--- src/rtl/bus_pkg.sv ---
// ---------------------------------------------------------------------------
// bus_pkg
// Shared definitions for the round-robin memory bus: the controller state
// enum and the encoding of the per-core request-type bit.
// ---------------------------------------------------------------------------
package bus_pkg;

   typedef enum logic [1:0] {
      IDLE     = 2'd0,
      ACCESS   = 2'd1,
      READ_DLV = 2'd2
   } state_e;

   localparam logic WE_WRITE = 1'b1;
   localparam logic WE_READ  = 1'b0;

endpackage

--- src/rtl/rr_arbiter.sv ---
// ---------------------------------------------------------------------------
// rr_arbiter
// Combinational round-robin search. Returns the first requesting core found
// when scanning upward from last_i+1 (wrapping modulo NUM_CORES).
//   req_i  : per-core request vector
//   last_i : index of the most recently served core
//   win_o  : index of the selected core (0 when any_o is low)
//   any_o  : high when at least one request is present
// ---------------------------------------------------------------------------
module rr_arbiter #(
   parameter int NUM_CORES = 2,
   parameter int IDX_W     = $clog2(NUM_CORES)
) (
   input  logic [NUM_CORES-1:0] req_i,
   input  logic [IDX_W-1:0]     last_i,
   output logic [IDX_W-1:0]     win_o,
   output logic                 any_o
);

   logic [IDX_W-1:0] idx;

   // Scan from the farthest candidate down to last+1 so the nearest
   // requester after the previous winner is the one left in win_o.
   always_comb begin
      win_o = '0;
      any_o = 1'b0;
      idx   = '0;
      for (int k = NUM_CORES; k >= 1; k--) begin
         idx = IDX_W'((int'(last_i) + k) % NUM_CORES);
         if (req_i[idx]) begin
            win_o = idx;
            any_o = 1'b1;
         end
      end
   end

endmodule

--- src/rtl/rr_mem_bus.sv ---
// ---------------------------------------------------------------------------
// rr_mem_bus
// Serialises accesses from NUM_CORES requesters onto one single-port
// synchronous RAM with fair round-robin arbitration.
//   clk, reset : clock, synchronous active-high reset
//   req/we     : per-core request and type (1 = write, 0 = read)
//   addr/wdata : packed per-core address / write data (core i at slice i)
//   grant      : one-hot, 1-cycle pulse when a core's request is accepted
//   rvalid     : one-hot, 1-cycle pulse while rdata holds that core's read
//   rdata      : shared read-return data, holds between returns
//   ram_*      : RAM address, write data, write enable; ram_rdata returns
//                the word one cycle after the address edge
// All outputs are registered.
// ---------------------------------------------------------------------------
module rr_mem_bus
   import bus_pkg::*;
#(
   parameter int NUM_CORES = 2,
   parameter int DATA_W    = 8,
   parameter int ADDR_W    = 9
) (
   input  logic                          clk,
   input  logic                          reset,
   input  logic [NUM_CORES-1:0]          req,
   input  logic [NUM_CORES-1:0]          we,
   input  logic [NUM_CORES*ADDR_W-1:0]   addr,
   input  logic [NUM_CORES*DATA_W-1:0]   wdata,
   output logic [NUM_CORES-1:0]          grant,
   output logic [NUM_CORES-1:0]          rvalid,
   output logic [DATA_W-1:0]             rdata,
   output logic [ADDR_W-1:0]             ram_addr,
   output logic [DATA_W-1:0]             ram_wdata,
   output logic                          ram_we,
   input  logic [DATA_W-1:0]             ram_rdata
);

   localparam int IDX_W = $clog2(NUM_CORES);

   state_e                state_q, state_d;
   logic [IDX_W-1:0]      last_q, last_d;
   logic                  wr_q, wr_d;
   logic [NUM_CORES-1:0]  grant_q, grant_d;
   logic [NUM_CORES-1:0]  rvalid_q, rvalid_d;
   logic [DATA_W-1:0]     rdata_q, rdata_d;
   logic [ADDR_W-1:0]     ram_addr_q, ram_addr_d;
   logic [DATA_W-1:0]     ram_wdata_q, ram_wdata_d;
   logic                  ram_we_q, ram_we_d;

   logic [IDX_W-1:0]      arb_win;
   logic                  arb_any;

   rr_arbiter #(
      .NUM_CORES (NUM_CORES),
      .IDX_W     (IDX_W)
   ) u_arb (
      .req_i  (req),
      .last_i (last_q),
      .win_o  (arb_win),
      .any_o  (arb_any)
   );

   // last_q doubles as the index of the core whose access is in flight:
   // it is updated at grant and only a reset (which abandons the access)
   // can change it before the read data is returned.
   always_comb begin
      state_d     = state_q;
      last_d      = last_q;
      wr_d        = wr_q;
      grant_d     = '0;
      rvalid_d    = '0;
      rdata_d     = rdata_q;
      ram_addr_d  = ram_addr_q;
      ram_wdata_d = ram_wdata_q;
      ram_we_d    = 1'b0;
      case (state_q)
         IDLE: begin
            if (arb_any) begin
               last_d      = arb_win;
               wr_d        = we[arb_win];
               grant_d     = NUM_CORES'(1) << arb_win;
               ram_addr_d  = addr[arb_win*ADDR_W +: ADDR_W];
               ram_wdata_d = wdata[arb_win*DATA_W +: DATA_W];
               ram_we_d    = we[arb_win];
               state_d     = ACCESS;
            end
         end
         ACCESS: begin
            state_d = (wr_q == WE_WRITE) ? IDLE : READ_DLV;
         end
         READ_DLV: begin
            rdata_d  = ram_rdata;
            rvalid_d = NUM_CORES'(1) << last_q;
            state_d  = IDLE;
         end
         default: state_d = IDLE;
      endcase
   end

   always_ff @(posedge clk) begin
      if (reset) begin
         state_q     <= IDLE;
         last_q      <= IDX_W'(NUM_CORES - 1);
         wr_q        <= WE_READ;
         grant_q     <= '0;
         rvalid_q    <= '0;
         rdata_q     <= '0;
         ram_addr_q  <= '0;
         ram_wdata_q <= '0;
         ram_we_q    <= 1'b0;
      end else begin
         state_q     <= state_d;
         last_q      <= last_d;
         wr_q        <= wr_d;
         grant_q     <= grant_d;
         rvalid_q    <= rvalid_d;
         rdata_q     <= rdata_d;
         ram_addr_q  <= ram_addr_d;
         ram_wdata_q <= ram_wdata_d;
         ram_we_q    <= ram_we_d;
      end
   end

   assign grant     = grant_q;
   assign rvalid    = rvalid_q;
   assign rdata     = rdata_q;
   assign ram_addr  = ram_addr_q;
   assign ram_wdata = ram_wdata_q;
   assign ram_we    = ram_we_q;

endmodule

--- config.mk ---
export PLATFORM = sky130hd
export DESIGN_NAME = rr_mem_bus
export DESIGN_NICKNAME = d
export VERILOG_FILES = /design/src/rtl/bus_pkg.sv /design/src/rtl/rr_arbiter.sv /design/src/rtl/rr_mem_bus.sv
export SDC_FILE = /design/constraint.sdc
export NUM_CORES = 1
export LEC_CHECK = 0
export CORE_MARGIN = 8
export CORE_UTILIZATION = 30
export CTS_BUF_LIST = sky130_fd_sc_hd__clkbuf_2 sky130_fd_sc_hd__clkbuf_4 sky130_fd_sc_hd__clkbuf_8
export DETAILED_ROUTE_END_ITERATION = 10
export DONT_BUFFER_PORTS = 1
export GPL_TIMING_DRIVEN = 0
export PLACE_DENSITY = 0.55
export SLEW_MARGIN = 20
export SYNTH_ARGS = -nofsm -noshare
export SYNTH_HDL_FRONTEND = slang
export SYNTH_HIERARCHICAL = 1
export SYNTH_SLANG_ARGS = --single-unit
--- constraint.sdc ---
create_clock -name clk -period 1.7 [get_ports clk]
set_input_delay 0.51 -clock clk [delete_from_list [all_inputs] [get_ports clk]]
set_output_delay 0.51 -clock clk [all_outputs]
set_load 0.01 [all_outputs]
==> flow_metrics.tcl, run 1 <==
set metrics [dict create \
    status "completed" \
    die_w_um 80.7 \
    ir_drop_uv 507 \
    synth_area_mm2 0.00126 \
    ys_types 22 \
    routed_wl_um 3170 \
    drc 0 \
    rows 23 \
    grt_use_total_pct 9.72 \
    p_per_area_mw_per_mm2 1210 \
    dp_hpwl_um 2390 \
    root_buffer "clkbuf_8" \
    drtPass1Iterations 3 \
    final_common_cell "dfxtp_1" \
    clock_latency_ns 0.28 \
    timing.rr.end "ram_wdata[4]" \
    setup_violations 0 \
    avgSynthCellArea_um2 10.7 \
    synth_fp_nets 166 \
    clk_path_buf_depth 2 \
    final_util_pct 35.2 \
    slew_violations 0 \
    hp-start "reset" \
    worst-setup-path-type "in2reg" \
    fillCellCount 399 \
    total_power_w 0.00172 \
    pre_cts_ws_ns -0.302 \
    hold_path_end "state_q[1]" \
    final_cell_mix "dfxtp_1, mux2i_1, o2bb2ai_1" \
    crit_fanout 10 \
    arrival_ns 1.69 \
    hold_viol_final 0 \
    grt_pass1_wl_um 4830 \
    ios 78 \
    rr_worst_depth 4 \
    fmax_mhz 657 \
    r2r_start "last_q" \
    period_needed_ns 1.52 \
    p_leak_nw 0.527 \
    antenna_found_initial 0 \
    place.gp.congestion 0.754 \
    dieArea_mm2 0.00652 \
    wl_met1_um 1310 \
    antenna_left 0 \
    numCtsBuffers 5 \
    seq_area_frac_synth_pct 54.1 \
    start_util_pct 31.2 \
    nets 173 \
    grt_max_degree 11 \
    fin_ws_ns 0.178 \
    core-area_mm2 0.00403 \
    slew_headroom_pct 57.3 \
    fin_crit_sh_pct 89.6 \
    met2_length_um 1420 \
    gr-total-overflow 0 \
    worstMarginPinSlew_ns 0.640 \
    ys_warn_count 6 \
    port_buffers 0 \
    wl_met3_um 414 \
    whs_path_depth 1 \
    cts_setup_buffers 0 \
    cts_tree "built" \
    synthDominantCellAreaShare_pct 54.1 \
    vias_per_cell 5.00 \
    clk_pin_slew_ns 0.06 \
    drv_cap 0 \
    drive_above_1_share_pct 11.9 \
    cp_data_required_time_ns 1.87 \
    cp-start-kind "input port" \
    yosys_register_bits 34 \
    h-tree-depth 2 \
    synthCells 118 \
    r2r_slack_ns 0.21 \
    chipHeight_um 80.7 \
    routedWlPerCell_um 18.0 \
    first_global_vias 1003 \
    synth_area_leader_cell "dfxtp_1" \
    diodes 0 \
    vias 880 \
    cts_num_sinks 34 \
    syn2layout_area_growth_pct 12.7 \
    finClkSkew_ns 0.00497 \
    end_kind "flip-flop" \
    synth.area.top_cells "dfxtp_1, mux2i_1, o2bb2ai_1" \
    maxUsedRoutingLayer "met4" \
    drtIter0Drc 22 \
    rsz0062_at_grt "false" \
    min_path_type "in2reg" \
]
==> cell usage after synthesis, drive strengths merged <==
cell type / instances
buf: 5
dfxtp: 34
nand2b: 1
nor3b: 1
a21oi: 9
o2bb2ai: 17
or2: 1
a21boi: 1
or4b: 1
nor2: 3
nor2b: 1
a21o: 1
and2: 1
nor4b: 1
inv: 2
clkbuf: 3
nor3: 2
mux2i: 18
nand2: 16
==> sequential cells by signal (all words and copies together), names as in the netlist <==
register,cells
rdata,8
last_q,1
rvalid,2
state_q,2
grant,2
wr_q,1
ram_we,1
ram_wdata,8
ram_addr,9
==> power breakdown <==
part / switching (W) / internal (W) / total (W)
logic: 0.0000900 / 0.0000733 / 0.000163
registers: 0.0000710 / 0.000861 / 0.000932
clock network: 0.000277 / 0.000342 / 0.000619
total: 0.000438 / 0.00128 / 0.00172
==> kinds of logic (layout without fill, tap and decap cells) <==
group / count (synthesis) / in the layout / synth area share [%]
compound gates: 28 / 28 / 16.6
simple gates: 28 / 28 / 11.0
flops: 34 / 34 / 54.1
buf+inv: 10 / 18 / 3.88
mux: 18 / 18 / 14.3
==> layer usage <==
layer | up-vias | track usage (%)
met5 | - | 0
met4 | 0 | 3.21
met3 | 5 | 5.96
met2 | 52 | 15.1
met1 | 391 | 10.8
li1 | 432 | -
==> worst max-delay path by stage <==
stage	start	end	slack, ns	cells after the start
3_5_place_dp	req[1]	last_q	-0.30	5
4_1_cts	last_q	ram_wdata[6]	0.19	4
6_report	req[1]	last_q	0.18	5
2_1_floorplan	req[1]	last_q	0.03	5
3_3_place_gp	req[1]	last_q	-0.27	5
5_1_grt	last_q	ram_wdata[6]	0.03	4
==> area by class of cell <==
| type | count | area, µm² | area share, % |
|---|---|---|---|
| well taps | 50 | 62.6 | 4.41 |
| clock buffers | 7 | 90.1 | 6.35 |
| plain buffers | 8 | 41.3 | 2.91 |
| inverters | 2 | 7.51 | 0.530 |
| clock inverters | 1 | 5.00 | 0.353 |
| multi-input cells | 74 | 531 | 37.4 |
| flip-flops and latches | 34 | 681 | 48.0 |
==> critical path: stages <==
cell and delay (ns):
or2_1 0.23, nor3b_1 0.15, nor2_2 0.37, buf_2 0.33
a21oi_1 0.10
==> per-stage QoR <==
| step | hold WS (ns) | TNS [ns] | instance area [µm²] | cells |
|---|---|---|---|---|
| detailed placement | 0.420 | -2.90 | 1320 | 168 |
| finish | 0.302 | 0 | 1420 | 176 |
| CTS | 0.292 | 0 | 1420 | 176 |
| global route | 0.292 | 0 | 1420 | 176 |
| global placement | 0.412 | -2.54 | 1320 | 168 |
| floorplan | 0.397 | 0 | 1260 | 118 |
==> repair_timing <==
action,in CTS,in global routing
gates resized for setup,1,0
setup endpoints to repair,1,0
hold buffers,0,0
Power figures use the tool's default switching activity.
==> run 2: changes to the inputs <==
--- a/config.mk
+++ b/config.mk
@@ -5,6 +5,7 @@
 export SDC_FILE = /design/constraint.sdc
 export NUM_CORES = 1
 export LEC_CHECK = 0
+export ABC_CLOCK_PERIOD_IN_PS = 1700
 export CORE_MARGIN = 8
 export CORE_UTILIZATION = 30
 export CTS_BUF_LIST = sky130_fd_sc_hd__clkbuf_2 sky130_fd_sc_hd__clkbuf_4 sky130_fd_sc_hd__clkbuf_8
@@ -12,6 +13,7 @@
 export DONT_BUFFER_PORTS = 1
 export GPL_TIMING_DRIVEN = 0
 export PLACE_DENSITY = 0.55
+export RECOVER_POWER = 100
 export SLEW_MARGIN = 20
 export SYNTH_ARGS = -nofsm -noshare
 export SYNTH_HDL_FRONTEND = slang
==> flow_metrics.tcl, run 2 (same netlist as run 1, synthesis figures left out) <==
set metrics [dict create \
    cp_data_required_time_ns 1.87 \
    fin_crit_sh_pct 90.7 \
    finClkSkew_ns 0.00467 \
    drtIter0Drc 23 \
    fmax_mhz 648 \
    p_leak_nw 0.521 \
    dieArea_mm2 0.00652 \
    slew_violations 0 \
    drc 0 \
    first_global_vias 1003 \
    p_per_area_mw_per_mm2 1220 \
    numCtsBuffers 5 \
    drv_cap 0 \
    cp-start-kind "input port" \
    clk_path_buf_depth 2 \
    rows 23 \
    fin_ws_ns 0.157 \
    syn2layout_area_growth_pct 11.8 \
    vias_per_cell 4.99 \
    crit_fanout 10 \
    status "completed" \
    hold_viol_final 0 \
    final_common_cell "dfxtp_1" \
    cts_tree "built" \
    clock_latency_ns 0.28 \
    fillCellCount 403 \
    arrival_ns 1.71 \
    chipHeight_um 80.7 \
    diodes 0 \
    slew_headroom_pct 57.3 \
    period_needed_ns 1.54 \
    cts_num_sinks 34 \
    holdBufCountCts 0 \
    worstMarginPinSlew_ns 0.640 \
    final_cell_mix "dfxtp_1, mux2i_1, o2bb2ai_1" \
    fin_tns_setup_ns 0 \
    drtPass1Iterations 3 \
    largest_reg_flops 9 \
    start_util_pct 31.2 \
    core-area_mm2 0.00403 \
    final_cells 176 \
    h-tree-depth 2 \
    min_path_type "in2reg" \
    grt_pass1_wl_um 4830 \
    pre_cts_ws_ns -0.302 \
    root_buffer "clkbuf_8" \
    drive_above_1_share_pct 10.3 \
    dp_hpwl_um 2390 \
    ir_drop_uv 507 \
    placed_cells 168 \
    nets 173 \
    antenna_left 0 \
    rsz0062_at_grt "false" \
    vias 878 \
    clk_pin_slew_ns 0.06 \
    worst-setup-path-type "in2reg" \
    grt_max_degree 11 \
    port_buffers 0 \
    grt_use_total_pct 9.72 \
    setup_violations 0 \
    antenna_found_initial 0 \
    end_kind "flip-flop" \
    ios 78 \
    routed_wl_um 3170 \
    place.gp.congestion 0.754 \
    die_w_um 80.7 \
    gr-total-overflow 0 \
    routedWlPerCell_um 18.0 \
]
[run 2: changes by cell type in the layout (fill, tap and decap cells not counted), sizes merged]
cell / before / now
clkbuf: 10 / 12
buf: 5 / 3
[run 2: worst paths after layout]
| check | start | endpoint | slack, ns | cells after the start |
|---|---|---|---|---|
| max reg2reg | state_q[1] | last_q | 0.20 | 4 |
| max | req[1] | last_q | 0.16 | 5 |
| min | reset | state_q[1] | 0.30 | 1 |
| min reg2reg | wr_q | state_q[1] | 0.43 | 1 |
[run 2: cell type report]
class                   count  area, µm²  share of cell area [%]
flip-flops and latches     34        681                    48.4
plain buffers               8       33.8                    2.40
multi-input cells          74        527                    37.5
well taps                  50       62.6                    4.45
clock inverters             1       5.00                   0.356
inverters                   2       7.51                   0.534
clock buffers               7       90.1                    6.41
[run 2: critical path: stages]
cell and delay [ns]:
or2_1 0.23, nor3b_1 0.15, nor2_2 0.37, clkbuf_2 0.34, a21oi_1 0.10
[run 2: timing repair]
item | in CTS | in global routing
gates resized for setup | 1 | 0
setup buffers | 0 | 0
endpoints found under the setup margin | 1 | 0
hold endpoints to repair | 0 | 0
[run 2: metrics by stage]
step	total power [W]	area [µm²]	util, %	hold WS, ns
final	0.00171	1410	34.9	0.301
after global routing	0.00180	1410	34.9	0.292
after CTS	0.00174	1420	35.2	0.292
after detailed placement	0.00111	1320	32.8	0.420
after global placement	0.00111	1320	32.8	0.412
after floorplan	0.00107	1260	-	0.397
[run 2: power by group]
group	internal, W	leakage (nW)	switching (W)	total [W]
clock network	0.000342	0.0517	0.000278	0.000620
logic	0.0000681	0.190	0.0000896	0.000158
registers	0.000861	0.279	0.0000705	0.000932
total	0.00127	0.521	0.000438	0.00171
[run 2: per-layer routing]
metal | global-route usage [%] | wire length, µm | vias to the layer above
met1 | 10.8 | 1300 | 391
met5 | 0 | 0 | -
met4 | 3.21 | 28 | 0
li1 | - | - | 431
met2 | 15.1 | 1420 | 52
met3 | 5.96 | 417 | 4
